## config.mk

```make
export PLATFORM = sky130hd
export DESIGN_NAME = interval_param_bank
export DESIGN_NICKNAME = d
export VERILOG_FILES = /design/src/rtl/interval_param_bank_pkg.sv /design/src/rtl/param_commit_fsm.sv /design/src/rtl/interval_param_bank.sv
export SDC_FILE = /design/constraint.sdc
export NUM_CORES = 1
export LEC_CHECK = 0
export ABC_AREA = 1
export ABC_CLOCK_PERIOD_IN_PS = 3400
export BUFFER_PORTS_ARGS = -buffer_cell sky130_fd_sc_hd__buf_2
export CORE_MARGIN = 2
export CORE_UTILIZATION = 61
export CTS_CLUSTER_SIZE = 24
export DETAILED_ROUTE_END_ITERATION = 8
export PLACE_DENSITY = 0.82
export SETUP_SLACK_MARGIN = 0.05
export SLEW_MARGIN = 20
export SYNTH_ARGS = -nofsm -noshare
export SYNTH_HDL_FRONTEND = slang
export SYNTH_SLANG_ARGS = --single-unit
```

## constraint.sdc

```tcl
create_clock -name clk -period 3.4 [get_ports clk]
set_input_delay 0.51 -clock clk [delete_from_list [all_inputs] [get_ports clk]]
set_output_delay 0.51 -clock clk [all_outputs]
set_load 0.02 [all_outputs]
```

## src/rtl/interval_param_bank_pkg.sv

```systemverilog
// Shared definitions for the interval parameter bank: commit FSM state
// encoding and the read-path sentinel helper.
package interval_param_bank_pkg;

    typedef logic [1:0] fsm_state_t;

    localparam fsm_state_t ST_IDLE      = 2'd0;
    localparam fsm_state_t ST_STAGED    = 2'd1;
    localparam fsm_state_t ST_WAIT_SAFE = 2'd2;
    localparam fsm_state_t ST_COMMIT    = 2'd3;

    // All-ones mask of the given width (up to 32 bits); callers cast it
    // down to their value width to get the "maximum time" sentinel.
    function automatic logic [31:0] all_ones(input int width);
        logic [31:0] mask;
        mask = '0;
        for (int i = 0; i < 32; i++) begin
            if (i < width) begin
                mask[i] = 1'b1;
            end
        end
        return mask;
    endfunction

endpackage

```

## src/rtl/param_commit_fsm.sv

```systemverilog
// Commit sequencer for the interval bank: tracks staged edits, holds a
// requested commit until the controller reports a phase boundary, then
// issues a single-cycle commit strobe.
module param_commit_fsm
    import interval_param_bank_pkg::*;
(
    input  logic clk,
    input  logic sys_reset,
    input  logic wr_hit,          // accepted write to an in-range address
    input  logic prg_commit,
    input  logic commit_safe,
    output logic prg_ready,
    output logic commit_pending,
    output logic commit_now
);

    fsm_state_t state_q;
    fsm_state_t state_next;

    // Next-state logic; commit requests are only honoured once something is staged.
    always_comb begin
        // NOTE: default assignment first so no path leaves state_next unassigned (no latch).
        state_next = state_q;
        unique case (state_q)
            ST_IDLE:      if (wr_hit)      state_next = ST_STAGED;
            ST_STAGED:    if (prg_commit)  state_next = ST_WAIT_SAFE;
            ST_WAIT_SAFE: if (commit_safe) state_next = ST_COMMIT;
            ST_COMMIT:                     state_next = ST_IDLE;
            default:                       state_next = ST_IDLE;
        endcase
    end

    // State register; reset always returns to IDLE, dropping any pending commit.
    always_ff @(posedge clk or posedge sys_reset) begin
        if (sys_reset) begin
            state_q <= ST_IDLE;
        end else begin
            // NOTE: non-blocking so every register samples pre-edge values.
            state_q <= state_next;
        end
    end

    assign prg_ready      = (state_q == ST_IDLE) || (state_q == ST_STAGED);
    assign commit_pending = (state_q == ST_WAIT_SAFE) || (state_q == ST_COMMIT);
    assign commit_now     = (state_q == ST_COMMIT);

endmodule

```

## src/rtl/interval_param_bank.sv

```systemverilog
// Double-buffered bank of timer interval parameters. Software edits the
// shadow bank; the whole set is published atomically to the active bank at
// a controller phase boundary, so the controller never sees a mixed set.
module interval_param_bank
    import interval_param_bank_pkg::*;
#(
    parameter int NUM_INTERVALS = 4,
    parameter int VAL_W         = 4,
    parameter int ADDR_W        = 2,
    parameter logic [NUM_INTERVALS*VAL_W-1:0] DEFAULTS = {4'd0, 4'd2, 4'd3, 4'd6}
)(
    input  logic              clk,
    input  logic              sys_reset,
    input  logic              prg_valid,
    input  logic [ADDR_W-1:0] prg_addr,
    input  logic [VAL_W-1:0]  prg_value,
    output logic              prg_ready,
    input  logic              prg_commit,
    input  logic              commit_safe,
    output logic              commit_pending,
    output logic              prg_error,
    input  logic [ADDR_W-1:0] rd_addr,
    output logic [VAL_W-1:0]  rd_value
);

    localparam logic [VAL_W-1:0] RD_SENTINEL = VAL_W'(all_ones(VAL_W));

    logic [VAL_W-1:0] shadow_q [NUM_INTERVALS];
    logic [VAL_W-1:0] active_q [NUM_INTERVALS];
    logic [VAL_W-1:0] rd_next;

    logic addr_in_range;
    logic wr_accept;
    logic wr_hit;
    logic commit_now;

    // Zero-extend by one bit so the range test stays meaningful when the
    // address space is exactly filled.
    assign addr_in_range = ({1'b0, prg_addr} < (ADDR_W+1)'(NUM_INTERVALS));
    assign wr_accept     = prg_valid && prg_ready;
    assign wr_hit        = wr_accept && addr_in_range;

    param_commit_fsm u_fsm (
        .clk            (clk),
        .sys_reset      (sys_reset),
        .wr_hit         (wr_hit),
        .prg_commit     (prg_commit),
        .commit_safe    (commit_safe),
        .prg_ready      (prg_ready),
        .commit_pending (commit_pending),
        .commit_now     (commit_now)
    );

    // Shadow bank: in-range writes land here; a zero value restores that entry's default.
    always_ff @(posedge clk or posedge sys_reset) begin
        if (sys_reset) begin
            // NOTE: banks are reset explicitly because the defaults are functional state, not don't-care storage.
            for (int i = 0; i < NUM_INTERVALS; i++) begin
                shadow_q[i] <= DEFAULTS[i*VAL_W +: VAL_W];
            end
        end else if (wr_hit) begin
            for (int i = 0; i < NUM_INTERVALS; i++) begin
                if (prg_addr == ADDR_W'(i)) begin
                    shadow_q[i] <= (prg_value != '0) ? prg_value : DEFAULTS[i*VAL_W +: VAL_W];
                end
            end
        end
    end

    // Active bank: whole-bank copy from shadow on the single commit edge.
    always_ff @(posedge clk or posedge sys_reset) begin
        if (sys_reset) begin
            for (int i = 0; i < NUM_INTERVALS; i++) begin
                active_q[i] <= DEFAULTS[i*VAL_W +: VAL_W];
            end
        end else if (commit_now) begin
            for (int i = 0; i < NUM_INTERVALS; i++) begin
                active_q[i] <= shadow_q[i];
            end
        end
    end

    // Read mux; during the commit edge read the shadow so the registered
    // output switches together with the active bank.
    always_comb begin
        rd_next = RD_SENTINEL;
        for (int i = 0; i < NUM_INTERVALS; i++) begin
            if (rd_addr == ADDR_W'(i)) begin
                rd_next = commit_now ? shadow_q[i] : active_q[i];
            end
        end
    end

    // Registered read data and one-cycle error pulse for out-of-range writes.
    always_ff @(posedge clk or posedge sys_reset) begin
        if (sys_reset) begin
            rd_value  <= '0;
            prg_error <= 1'b0;
        end else begin
            rd_value  <= rd_next;
            prg_error <= wr_accept && !addr_in_range;
        end
    end

endmodule

```

---- Yosys cells after proc, flatten, opt, wreduce, memory -nomap -nowiden ----
Index checks and enable logic that the tools add are counted.
storage, ports and cells
  register bits ........................... 38
  input port bits ......................... 13
  output and inout port bits .............. 7
  logic and storage cells ................. 50
cells by class
  equal/unequal tests ..................... 12
  multiplexer cells ....................... 16
  reductions and logical operators ........ 12
operators with widths
  operator                                        count
  two-way mux 4 bit                               12
  == test 2 bit (second input constant)           6
  one-hot mux 2 bit (4 select lines)              1
  AND reduction 2 bit                             4
  == test 2 x 1 -> 1 bit (second input constant)  3
  logical NOT 2 bit                               3
  two-way mux 2 bit                               3
  != test 2 bit (second input constant)           2
  nonzero test 4 bit                              1
  AND reduction 3 bit                             1
  logical OR 1 bit                                2
  != test 2 x 1 -> 1 bit (second input constant)  1
  logical AND 1 bit                               1

---- Depth between registers and ports, before layout ----
  depth after elaboration ................. 6
  gate-level depth with buffers ........... 10

---- Hierarchy ----
From an unflattened synthesis, not the netlist that was laid out.
unflattened totals
  cells, all modules ...................... 229
  area, all modules ....................... 1865.5 sq um
by module, submodules not included
  module               times used  cells an instance  area an instance (sq um)
  interval_param_bank  1           202                1665.3
  param_commit_fsm     1           27                 200.2

---- Worst setup path before layout ----
OpenSTA, ideal clock, no wires.
  path kind ............................... reg-to-output
  start ................................... register u_fsm.state_q[0]
  end ..................................... output port commit_pending
  data arrival time ....................... 0.968 ns
  required time ........................... 2.890 ns
  slack ................................... 1.922 ns
  cell stages (with the launch flop) ...... 5
  path buffers ............................ 1
  cells stage by stage .................... dfrtp_1 > ha_1 > inv_2 > buf_6 > nand2_1
between the ends
  longest elaborated chain between the ends .. 2
  elaborated cells between the ends (all ways) .. 3
RTL lines
  element                 line                       RTL
  start, declared         param_commit_fsm.sv:17     fsm_state_t state_q;
  start signal, assigned  param_commit_fsm.sv:39     state_q <= state_next;
  == test 2 bit           param_commit_fsm.sv:44     assign commit_pending = (state_q == ST_WAIT_SAFE) || (state_q == ST_COMMIT);
  logical OR 1 bit *      param_commit_fsm.sv:44
  end, declared           interval_param_bank.sv:20  output logic commit_pending,
Every way passes the cells marked *; elsewhere a longest branch is shown, timed or not.

---- Worst setup path after layout ----
Ends and elaborated chain as after synthesis.

==> impl_metrics.yaml <==
run_status:
  outcome: "finished clean"
global_routing:
  number_of_antenna_violations_at_the_first_check_in_global_routing: 0
  first_global_vias: 1179
  largest_net_degree_at_the_start_of_global_routing: 39
  grt_remaining_overflow: 0
  grt_pass1_wl_um: 5209
  grt_util_all_layers_pct: 20.58
clocking:
  cts-hold-fix-buffers: 0
  cts-buffers-inserted: 5
  clockBufferDepth: 2
  cts-root-buf: "sky130_fd_sc_hd__clkbuf_4"
  cts_resized: 0
  cts_setup_buffers: 0
  numClockSinks: 38
  htree_num_levels: 2
  cts_tree: "yes"
  cts.reportedPaths.clkPinSlew_ps: 110
  clock_latency_of_the_later_clocked_register_in_the_worst_skew_pair_ps: 330
yosys:
  postSynthNetCount: 230
  synth_area_sq_um: 1799
  synth-seq-cells: 38
  yosys_warnings: 0
  synth_cells: 212
  ys_seq_area_share_pct: 53.55
  netlist-cell-type-count: 22
  synth.avg_cell_area_sq_um: 8.487
routing:
  drt-pass1-iter-count: 4
  dr.first_iter.drc_count: 25
  vias: 1294
  post-route-drc-count: 0
  antenna_violating_nets_post_route: 0
  detail_route.wl_per_cell_um: 10.88
  avgViaCountPerCell: 4.883
  wirelength_um: 2882
pwr:
  p_leak_nw: 1.076
  powerDensity_nw_per_um2: 871.0
  max-vdd-ir-drop_mv: 0.6313
die:
  dieWidth_um: 58.31
  core_region_area_sq_um: 2781
  num_io_pins: 20
  rows: 19
  fp.dieH_um: 58.31
  dieArea_sq_um: 3400
  initial_core_util_pct: 64.69
place:
  placement.io_buffers: 18
  gp_routability_congestion: 0.7693
  dpl.hpwl_um: 2152
final_layout:
  antennaDiodeCount: 0
  area_delta_synth_final_pct: 9.944
  num-nets-final: 251
  fillerInstances: 211
  register_area_sq_um: 963.4
  post_route_cells_drive_above_1_share_pct: 19.66
  multi_input_comb_area_sq_um: 690.7
worst_setup_path:
  worst_ep_required_time_ps: 2890
  endpoint_arrival_time_on_the_critical_path_ps: 1800
  crit_path_end_kind: "output pin"
  criticalPathCategory: "reg -> out"
  timing.critical_path.fanout_max: 21
  reg2reg_slack_ps: 1670
  setup.worst_path.start_class: "register"
timing:
  final_period_minus_worst_setup_slack_ps: 2312
  slew_headroom_pct: 59.53
  max_freq_mhz: 432.5
  finClkSkew_ps: 6.309
  report.final.hold_viol_count: 0
  timing.final.crit_share_pct: 68.01
  report.final.slew_viol_count: 0
  grt_setup_unrepaired: "no"
  worst_pin_slew_ps: 607.0
  finalHoldWorstSlack_ps: 251.0
  fin_tns_setup_ps: 0
  setup_viol_count_final: 0
worst_hold_path:
  holdCritPathClass: "in -> async"
job:
  maxCapViolCount: 0
==> worst max-delay path, cell delays in order, from the launching register on <==
cell                      delay, ps
sky130_fd_sc_hd__dfrtp_1        390
sky130_fd_sc_hd__ha_1           560
sky130_fd_sc_hd__inv_2          260
sky130_fd_sc_hd__nand2_1        100
sky130_fd_sc_hd__buf_2          160
==> sequential cells by signal, summed over array words and instances (netlist names) <==
name / count
active_q: 16
shadow_q: 16
rd_value: 4
u_fsm.state_q: 2
==> layout make-up <==
type	instances	share of cell area, %
Sequential cell	38	48.70
Multi-Input combinational cell	143	34.91
Inverter	26	5.187
Timing Repair Buffer	19	4.934
Clock buffer	7	2.783
Tap cell	31	1.961
Clock inverter	1	1.518
==> cells in the final DEF (no fill, tap or decap), drive strengths merged <==
cell	instances
a21oi	2
dfstp	10
conb	1
dfrtp	28
bufinv	1
inv	25
o21ai	14
nand3	14
and2	2
o21a	2
nand2	88
nor2	12
clkbuf	7
buf	19
clkinv	1
ha	5
or2	2
nand4	1
==> metal layers <==
layer,vias up,global-route usage [%],routed length (um)
met5,-,0,0
met4,0,5.980,16
met3,4,6.593,116
met2,27,31.46,1297
met1,573,28.42,1451
li1,690,-,-
==> cells by family after synthesis <==
family / Yosys count / synth area share (%)
DFF: 38 / 53.55
adders and majority gates: 5 / 3.477
buffers and inverters: 31 / 8.066
other: 1 / 0.2084
AOI/OAI and AO/OA: 18 / 5.284
and+or+nand+nor: 119 / 29.42
==> per-stage QoR <==
step,setup WS (ps),util (%),power [mW],instances,area [sq um]
after floorplan,1922,-,1.283,212,1799
after global placement,1496,68.06,1.394,257,1893
after detailed placement,1462,68.06,1.418,257,1893
after CTS,1080,71.12,1.734,265,1978
after global routing,936.3,71.12,1.876,265,1978
final,1088,71.12,1.723,265,1978
==> Yosys cell counts <==
master	count	area [sq um]
sky130_fd_sc_hd__dfstp_2	10	262.8
sky130_fd_sc_hd__nand3_1	10	50.05
sky130_fd_sc_hd__dfrtp_1	28	700.7
sky130_fd_sc_hd__nor2_1	12	45.04
sky130_fd_sc_hd__nand2_1	87	326.6
sky130_fd_sc_hd__buf_4	2	15.01
sky130_fd_sc_hd__clkinv_4	1	8.760
sky130_fd_sc_hd__a21oi_1	2	10.01
sky130_fd_sc_hd__o21ai_0	3	15.01
sky130_fd_sc_hd__inv_2	4	15.01
sky130_fd_sc_hd__inv_1	21	78.83
sky130_fd_sc_hd__buf_2	1	5.000
sky130_fd_sc_hd__nand2_2	1	6.260
sky130_fd_sc_hd__o21ai_1	11	55.05
sky130_fd_sc_hd__nand3_4	4	70.07
sky130_fd_sc_hd__o21a_1	2	15.01
sky130_fd_sc_hd__nand4_1	1	6.260
sky130_fd_sc_hd__conb_1	1	3.750
sky130_fd_sc_hd__and2_1	2	12.51
sky130_fd_sc_hd__ha_1	5	62.56
sky130_fd_sc_hd__buf_6	2	22.52
sky130_fd_sc_hd__or2_0	2	12.51
==> where the power goes <==
group	total, mW	switching (mW)	internal (mW)
Clock	0.316	0.141	0.176
Sequential	0.788	0.0960	0.692
Combinational	0.618	0.394	0.224
Total	1.72	0.631	1.09
==> path summary, 6_finish.rpt <==
| check | start | end | cells past startpoint |
|---|---|---|---|
| max in group asynchronous | sys_reset | active_q[14]$_DFFE_PP1P_ | 3 |
| min reg2reg | shadow_q[5]$_DFFE_PP1P_ | shadow_q[5]$_DFFE_PP1P_ | 2 |
| max reg2reg | u_fsm.state_q[0]$_DFFE_PP0P_ | rd_value[2]$_DFF_PP0_ | 8 |
| max | u_fsm.state_q[0]$_DFFE_PP0P_ | commit_pending | 4 |
| min in group clk | prg_value[1] | shadow_q[1]$_DFFE_PP0P_ | 3 |
| min | sys_reset | active_q[2]$_DFFE_PP0P_ | 3 |
No activity file was read; power rests on OpenSTA's default activity.
